## src/rtl/apb_master_port.sv

```systemverilog
// Single-outstanding APB3 initiator: valid/ready request in, one-cycle response out.
// An ACCESS-phase watchdog aborts transfers to slaves that never raise PREADY.
module apb_master_port #(
  parameter int unsigned APB_ADDR_WIDTH = 12,
  parameter int unsigned TIMEOUT_CYCLES = 255
) (
  input  logic                      HCLK,
  input  logic                      HRESET,
  input  logic                      req_valid_i,
  output logic                      req_ready_o,
  input  logic                      req_write_i,
  input  logic [APB_ADDR_WIDTH-1:0] req_addr_i,
  input  logic [31:0]               req_wdata_i,
  output logic                      rsp_valid_o,
  output logic [31:0]               rsp_rdata_o,
  output logic                      rsp_err_o,
  output logic                      rsp_timeout_o,
  output logic [APB_ADDR_WIDTH-1:0] PADDR,
  output logic [31:0]               PWDATA,
  output logic                      PWRITE,
  output logic                      PSEL,
  output logic                      PENABLE,
  input  logic [31:0]               PRDATA,
  input  logic                      PREADY,
  input  logic                      PSLVERR
);

  localparam int unsigned CNT_W = (TIMEOUT_CYCLES == 0) ? 1 : $clog2(TIMEOUT_CYCLES + 1);
  localparam logic [CNT_W-1:0] CNT_MAX = CNT_W'(TIMEOUT_CYCLES);

  typedef enum logic [1:0] {
    S_IDLE,
    S_SETUP,
    S_ACCESS,
    S_RESP
  } state_e;

  state_e                    state_q, state_d;
  logic [CNT_W-1:0]          cnt_q, cnt_d;
  logic [APB_ADDR_WIDTH-1:0] addr_q, addr_d;
  logic [31:0]               wdata_q, wdata_d;
  logic                      write_q, write_d;
  logic                      psel_q, psel_d;
  logic                      penable_q, penable_d;
  logic                      ready_q, ready_d;
  logic                      rsp_valid_q, rsp_valid_d;
  logic                      rsp_err_q, rsp_err_d;
  logic                      rsp_tmo_q, rsp_tmo_d;
  logic [31:0]               rsp_rdata_q, rsp_rdata_d;

  // State register; every output is a flop so the APB and response pins are glitch-free.
  always_ff @(posedge HCLK or posedge HRESET) begin
    if (HRESET) begin
      state_q     <= S_IDLE;
      cnt_q       <= '0;
      addr_q      <= '0;
      wdata_q     <= '0;
      write_q     <= 1'b0;
      psel_q      <= 1'b0;
      penable_q   <= 1'b0;
      ready_q     <= 1'b1;
      rsp_valid_q <= 1'b0;
      rsp_err_q   <= 1'b0;
      rsp_tmo_q   <= 1'b0;
      rsp_rdata_q <= '0;
    end else begin
      state_q     <= state_d;
      cnt_q       <= cnt_d;
      addr_q      <= addr_d;
      wdata_q     <= wdata_d;
      write_q     <= write_d;
      psel_q      <= psel_d;
      penable_q   <= penable_d;
      ready_q     <= ready_d;
      rsp_valid_q <= rsp_valid_d;
      rsp_err_q   <= rsp_err_d;
      rsp_tmo_q   <= rsp_tmo_d;
      rsp_rdata_q <= rsp_rdata_d;
    end
  end

  // Next-state logic; response fields are set only on the transition into RESP.
  always_comb begin
    state_d     = state_q;
    cnt_d       = cnt_q;
    addr_d      = addr_q;
    wdata_d     = wdata_q;
    write_d     = write_q;
    rsp_err_d   = 1'b0;
    rsp_tmo_d   = 1'b0;
    rsp_rdata_d = '0;

    unique case (state_q)
      S_IDLE: begin
        if (req_valid_i) begin
          addr_d  = req_addr_i;
          wdata_d = req_wdata_i;
          write_d = req_write_i;
          if (req_addr_i[1:0] != 2'b00) begin
            state_d   = S_RESP;
            rsp_err_d = 1'b1;
          end else begin
            state_d = S_SETUP;
            cnt_d   = '0;
          end
        end
      end
      S_SETUP: begin
        state_d = S_ACCESS;
      end
      S_ACCESS: begin
        if (PREADY) begin
          state_d     = S_RESP;
          rsp_err_d   = PSLVERR;
          rsp_rdata_d = (!write_q && !PSLVERR) ? PRDATA : 32'h0;
        end else if (TIMEOUT_CYCLES != 0) begin
          // Counter holds the number of PREADY-low ACCESS cycles seen so far.
          cnt_d = cnt_q + CNT_W'(1);
          if (cnt_d == CNT_MAX) begin
            state_d   = S_RESP;
            rsp_err_d = 1'b1;
            rsp_tmo_d = 1'b1;
          end
        end
      end
      S_RESP: begin
        state_d = S_IDLE;
      end
      default: begin
        state_d = S_IDLE;
      end
    endcase

    psel_d      = (state_d == S_SETUP) || (state_d == S_ACCESS);
    penable_d   = (state_d == S_ACCESS);
    ready_d     = (state_d == S_IDLE);
    rsp_valid_d = (state_d == S_RESP);
  end

  assign req_ready_o   = ready_q;
  assign rsp_valid_o   = rsp_valid_q;
  assign rsp_rdata_o   = rsp_rdata_q;
  assign rsp_err_o     = rsp_err_q;
  assign rsp_timeout_o = rsp_tmo_q;
  assign PADDR         = addr_q;
  assign PWDATA        = wdata_q;
  assign PWRITE        = write_q;
  assign PSEL          = psel_q;
  assign PENABLE       = penable_q;

endmodule

```

## config.mk

```make
export PLATFORM = sky130hd
export DESIGN_NAME = apb_master_port
export DESIGN_NICKNAME = d
export VERILOG_FILES = /design/src/rtl/apb_master_port.sv
export SDC_FILE = /design/constraint.sdc
export NUM_CORES = 1
export LEC_CHECK = 0
export ABC_AREA = 1
export CELL_PAD_IN_SITES_DETAIL_PLACEMENT = 1
export CELL_PAD_IN_SITES_GLOBAL_PLACEMENT = 2
export CORE_ASPECT_RATIO = 0.7
export CORE_MARGIN = 3
export CORE_UTILIZATION = 35
export DETAILED_ROUTE_END_ITERATION = 8
export DONT_BUFFER_PORTS = 1
export GPL_ROUTABILITY_DRIVEN = 0
export PLACE_DENSITY_LB_ADDON = 0.25
export SYNTH_ARGS = -nofsm -noshare
export SYNTH_HDL_FRONTEND = slang
export SYNTH_SLANG_ARGS = --single-unit
```

## constraint.sdc

```tcl
create_clock -name HCLK -period 3.25 [get_ports HCLK]
set_clock_uncertainty 0.15 [all_clocks]
set_input_delay 0.325 -clock HCLK [delete_from_list [all_inputs] [get_ports HCLK]]
set_output_delay 0.325 -clock HCLK [all_outputs]
set_load 0.01 [all_outputs]
```

==> out/metrics.yaml, run 1 <==
reg2reg_depth: 7
setup_viol: 0
setup_tns_ns: 0
synth_top_area_share: 0.633
crit_fanout: 35
core_area_sq_um: 9910
reg2reg_slack_ns: 0.81
holdPathStages: 4
slew_headroom: 0.489
viasPerCell: 4.75
netlist_area_sq_um: 3630
fmax_mhz: 410
numPortBuffers: 0
drt-total-wl_um: 10600
antenna_found_initial: 0
fin_crit_ns: 2.44
hold_viol: 0
syn-instance-count: 403
fin_crit_sh: 0.751
p_leak_uw: 0.00239
rsz0062_at_grt: "no"
slowest_delay_ns: 0.75
place_area_sq_um: 3750
path_cells: "inv_1, ha_1, nand2_1, clkinv_2, nor3_2, nand3_1, o21ai_2"
setup_ws_ns: 0.809
io_pins: 165
ys_seq_area_frac: 0.641
cts_tree: "built"
final_common_cell: "nand2_1"
drt_iter0_markers: 121
power_density_nw_per_um2: 821
maxSlewViolCount: 0
syn-num-nets: 492
die_h_um: 91.3
max-vdd-ir-drop_v: 0.000289
htree_levels: 3
clock_path_buffers: 2
track_usage: 0.188
crit_path_end_kind: "flip-flop"
dpl.cell_count: 517
clock-sinks: 93
crit_path_start_kind: "flip-flop"
dieArea_sq_um: 11700
maxCapViolations: 0
row_count: 30
cts.reportedPaths.clkPinSlew_ns: 0.07
status: "finished clean"
nNetsFinal: 569
crit_type: "reg -> reg"
grt_overflow: 0
grt_pass1_wl_um: 17300
numCtsBuffers: 9
wire_per_inst_um: 17.2
hold_start: "PREADY"
fin_area_sq_um: 4850
arrival_ns: 2.56
synth_cell_types: 25
die-width_um: 128
final_cell_mix: "nand2_1, dfrtp_1, dlygate4sd3_1, nor2_1, inv_1"
route.detailed.drc: 0
timing.rr.start: "state_q[0]"
grt_max_degree: 46
worstMarginPinSlew_ns: 0.765
reg2reg_to: "cnt_q[3]"
min_to: "state_q[0]"
syn2layout_area_growth_pct: 33.5
grt_pass1_vias: 3322
clock_latency_ns: 0.34
synth_top_area_cell: "dfrtp_1"
hpwl_um: 6530
syn_avg_cell_area_sq_um: 9.02
antenna_left: 0
cts-root-buf: "clkbuf_16"
worstPathRequired_ns: 3.37
vias: 2919
fin_cells: 614
min_path_type: "in -> reg"
start_util: 0.367
pre_cts_ws_ns: 0.775
yosysWarningCount: 0
slowest_stage: "nor3_2"
drive_gt1_frac: 0.0577
first_pass_iters: 4
synth-seq-cells: 93
synth_area_leaders: "dfrtp_1, nand2_1, nor2_1, ha_1, inv_1"
-- layout make-up --
cell class / count / area (sq um)
Antenna cell: 1 / 2.50
Multi-Input combinational cell: 271 / 1150
Timing Repair Buffer: 83 / 823
Clock buffer: 11 / 243
Inverter: 22 / 85.1
Fill cell: 1101 / 5060
Tap cell: 128 / 160
Clock inverter: 5 / 58.8
Sequential cell: 93 / 2330
-- cells by family (layout without fill, tap and decap cells) --
| group | Yosys count | after routing | share of synthesized area |
|---|---|---|---|
| compound gates | 17 | 17 | 0.0289 |
| flops | 93 | 93 | 0.641 |
| fa+ha+maj | 7 | 7 | 0.0241 |
| other cells | 0 | 1 | 0 |
| buf+inv | 39 | 121 | 0.0430 |
| simple gates | 247 | 247 | 0.263 |
-- power breakdown --
part	switching, uW	internal [uW]
Sequential	428	1530
Combinational	629	339
Clock	442	619
-- synth_stat cells --
library cell,instances
a21oi_1,4
o211ai_1,1
buf_2,1
nor2_1,44
nor3_2,1
nand2_1,191
o22ai_1,5
dfrtp_1,92
inv_1,20
ha_1,7
nand3_1,6
nand4_1,2
o21ai_0,1
clkbuf_1,11
nor2_2,1
o21ai_1,3
a221oi_1,1
clkinv_2,1
nand3_2,1
o21ai_2,2
inv_2,1
buf_1,4
buf_6,1
or2_2,1
dfstp_2,1
-- worst max-delay path by stage --
stage,startpoint,to,slack (ns),cells after the start
after floorplan,HRESET,PADDR[0],0.36,1
after global placement,state_q[0],cnt_q[0],0.84,7
after detailed placement,state_q[0],cnt_q[0],0.77,7
after CTS,state_q[0],cnt_q[0],0.77,7
after global routing,state_q[0],cnt_q[4],0.44,7
final,state_q[0],cnt_q[3],0.81,7
-- routing by layer --
layer,share of wire,GRT usage,vias to the layer above
met2,0.45,0.291,131
met4,0.012,0.0521,0
met5,0,0,-
met1,0.42,0.233,1397
li1,-,-,1381
met3,0.11,0.0941,10
-- critical path: cells and delay by family, from the launching register on --
kind,cells,cell delay [ns]
compound gates,1,0.09
fa+ha+maj,1,0.29
buf+inv,2,0.44
flops,1,0.35
simple gates,3,1.04
-- state kept, by name, indices dropped and copies added (netlist names) --
signal         flops
req_ready_o        1
rsp_timeout_o      1
rsp_rdata_o       32
PADDR             12
rsp_valid_o        1
PSEL               1
PWDATA            32
rsp_err_o          1
PWRITE             1
cnt_q              8
PENABLE            1
state_q            2
-- repair_timing --
action | 4_1_cts | 5_1_grt
endpoints found under the hold margin | 101 | 0
buffers inserted | 0 | 0
gates resized for setup | 0 | 0
hold buffers | 80 | 0
-- stage by stage --
step                total power (uW)  hold WS (ns)   util
floorplan                       2590         0.285      -
global placement                2820        0.0780  0.378
detailed placement              2860        0.0835  0.378
CTS                             4020        0.0940  0.489
global route                    4290         0.125  0.489
finish                          3980         0.107  0.490
Power figures use the tool's default switching activity.
==> run 2: changes to the inputs <==
--- a/config.mk
+++ b/config.mk
@@ -10,7 +10,7 @@
 export CELL_PAD_IN_SITES_GLOBAL_PLACEMENT = 2
 export CORE_ASPECT_RATIO = 0.7
 export CORE_MARGIN = 3
-export CORE_UTILIZATION = 35
+export CORE_UTILIZATION = 31
 export DETAILED_ROUTE_END_ITERATION = 8
 export DONT_BUFFER_PORTS = 1
 export GPL_ROUTABILITY_DRIVEN = 0
==> constraint.sdc (replaced) <==
create_clock -name HCLK -period 2 [get_ports HCLK]
set_clock_uncertainty 0.15 [all_clocks]
set_input_delay 0.2 -clock HCLK [delete_from_list [all_inputs] [get_ports HCLK]]
set_output_delay 0.2 -clock HCLK [all_outputs]
set_load 0.01 [all_outputs]
==> run 2 against run 1 <==
- non-clock buffer count is 7 higher
- register-to-register slack worse by 0.71 ns
- first-iteration DRC count is 46% lower
- global-route usage is 2.6 points lower
- cell count is 5.0% higher
- critical path depth is 2 higher
- wire length is 0.95% higher
- highest routed layer unchanged
- hold slack worse by 0.0076 ns
- worst setup slack worse by 0.71 ns
- clock power is 77% higher
- sequential share of layout area is 1.7 points lower
- largest power group unchanged
- core utilization is 4.1 points lower
==> out/metrics.yaml, run 2 (synthesis gave the netlist of run 1 again) <==
status: "finished clean"
antenna_left: 0
track_usage: 0.162
fmax_mhz: 527
hold_start: "req_valid_i"
power_frac_comb: 0.254
clock_path_buffers: 2
switchingPower_uw: 2560
viasPerCell: 4.59
cp_common_cell: "nand2_1"
setup_viol: 0
drt_iter0_markers: 65
crit_path_start_kind: "flip-flop"
cts.reportedPaths.clkPinSlew_ns: 0.07
p_leak_uw: 0.00245
fin_area_sq_um: 5030
io_pins: 165
max-vdd-ir-drop_v: 0.000479
crit_fanout: 4
fin_crit_sh: 0.949
fin_crit_ns: 1.90
worstMarginPinSlew_ns: 0.601
clock_latency_ns: 0.34
wire_per_inst_um: 16.6
first_pass_iters: 6
antenna_found_initial: 0
grt_max_degree: 94
numPortBuffers: 0
numCtsBuffers: 9
final_common_cell: "nand2_1"
core_area_sq_um: 11200
slowest_stage: "dfrtp_1"
min_to: "rsp_err_o"
arrival_ns: 1.97
reg2reg_to: "PSEL"
p_sw_frac: 0.376
place_area_sq_um: 3840
grt_overflow: 0
drt-total-wl_um: 10700
worstPathRequired_ns: 2.07
reg2reg_slack_ns: 0.10
cts_tree: "built"
die-width_um: 135
clock-sinks: 93
row_count: 32
rsz0062_at_grt: "yes"
fin_cells: 645
route.detailed.drc: 0
dpl.cell_count: 547
holdPathStages: 4
syn2layout_area_growth_pct: 38.3
power_density_nw_per_um2: 1350
slowest_delay_ns: 0.41
hold_viol: 0
power_frac_seq: 0.469
grt_pass1_wl_um: 16400
slew_headroom: 0.599
crit_type: "reg -> reg"
drive_gt1_frac: 0.0854
start_util: 0.324
dieArea_sq_um: 13100
nNetsFinal: 576
die_h_um: 96.6
cts-root-buf: "clkbuf_16"
path_cells: "buf_4, nand3_4, o21ai_1, nand2_1, nor2_2, nand2_1, nand2_1, a21oi_2, ha_1"
maxCapViolations: 0
p_int_uw: 4250
maxSlewViolCount: 0
grt_pass1_vias: 3130
hpwl_um: 6630
final_cell_mix: "nand2_1, dfrtp_1, dlygate4sd3_1, nor2_1, inv_1"
crit_path_end_kind: "flip-flop"
pwr-share-clk: 0.277
n_antenna_cell: 0
min_path_type: "in -> reg"
vias: 2958
timing.rr.start: "cnt_q[1]"
reg2reg_depth: 9
htree_levels: 3
## run 2: power by group through the flow
stage	Sequential [uW]	Clock [uW]	Combinational (uW)
2_1_floorplan	3050	0	1150
3_3_place_gp	3220	0	1470
3_5_place_dp	3220	0	1550
4_1_cts	3190	1970	1690
5_1_grt	3260	2040	2000
6_report	3190	1880	1730
## run 2: how the worst max path moves through the flow
stage | from | endpoint | cells after the start
after floorplan | cnt_q[1] | PSEL | 10
after global placement | cnt_q[0] | PSEL | 10
after detailed placement | cnt_q[0] | PSEL | 10
after CTS | cnt_q[0] | PSEL | 10
after global routing | cnt_q[0] | PSEL | 11
final | cnt_q[1] | PSEL | 9
## run 2: area by class of cell
cell class | count | area, sq um
fill | 1260 | 6180
sequential | 93 | 2330
multi-input combinational | 271 | 1190
inverter | 22 | 87.6
clock buffer | 9 | 225
tap | 153 | 191
timing repair buffer | 90 | 903
clock inverter | 7 | 103
## run 2: metal layers
| metal | vias up | GRT usage | part of all wire |
|---|---|---|---|
| met1 | 1442 | 0.202 | 0.43 |
| met2 | 115 | 0.249 | 0.45 |
| li1 | 1395 | - | - |
| met5 | - | 0 | 0 |
| met4 | 0 | 0.0487 | 0.0073 |
| met3 | 6 | 0.0807 | 0.11 |
## run 2: worst max-delay path: cells and delay by family, from the launching register on
kind,cells,cell delay (ns)
AO/OA/AOI/OAI,2,0.21
AND/OR/NAND/NOR,5,0.53
buffers and inverters,1,0.17
adder cells (fa/ha/maj),1,0.31
flip-flops,1,0.41
## run 2: timing repair
action	4_1_cts	5_1_grt
setup endpoints to repair	1	4
setup buffers	0	1
hold buffers	81	0
pin swaps	0	1
resized for setup	1	8
cloned	0	0
hold endpoints to repair	172	0
## run 2: stage by stage
step / total power (uW) / setup WS, ns / util / hold slack [ns] / TNS, ns
global placement: 4690 / 0.0905 / 0.343 / 0.113 / 0
detailed placement: 4760 / 0.0148 / 0.343 / 0.109 / 0
global route: 7300 / -0.0255 / 0.448 / 0.147 / -0.0465
CTS: 6840 / 0.0194 / 0.445 / 0.0653 / 0
floorplan: 4200 / 0.200 / - / 0.160 / 0
finish: 6810 / 0.101 / 0.448 / 0.0994 / 0
==> run 3: changes to the inputs <==
--- a/config.mk
+++ b/config.mk
@@ -18,3 +18,4 @@
 export SYNTH_ARGS = -nofsm -noshare
 export SYNTH_HDL_FRONTEND = slang
 export SYNTH_SLANG_ARGS = --single-unit
+export TNS_END_PERCENT = 10
==> results of run 3 <==
No change in the layout: final DEF, timing and power equal those of run 2.
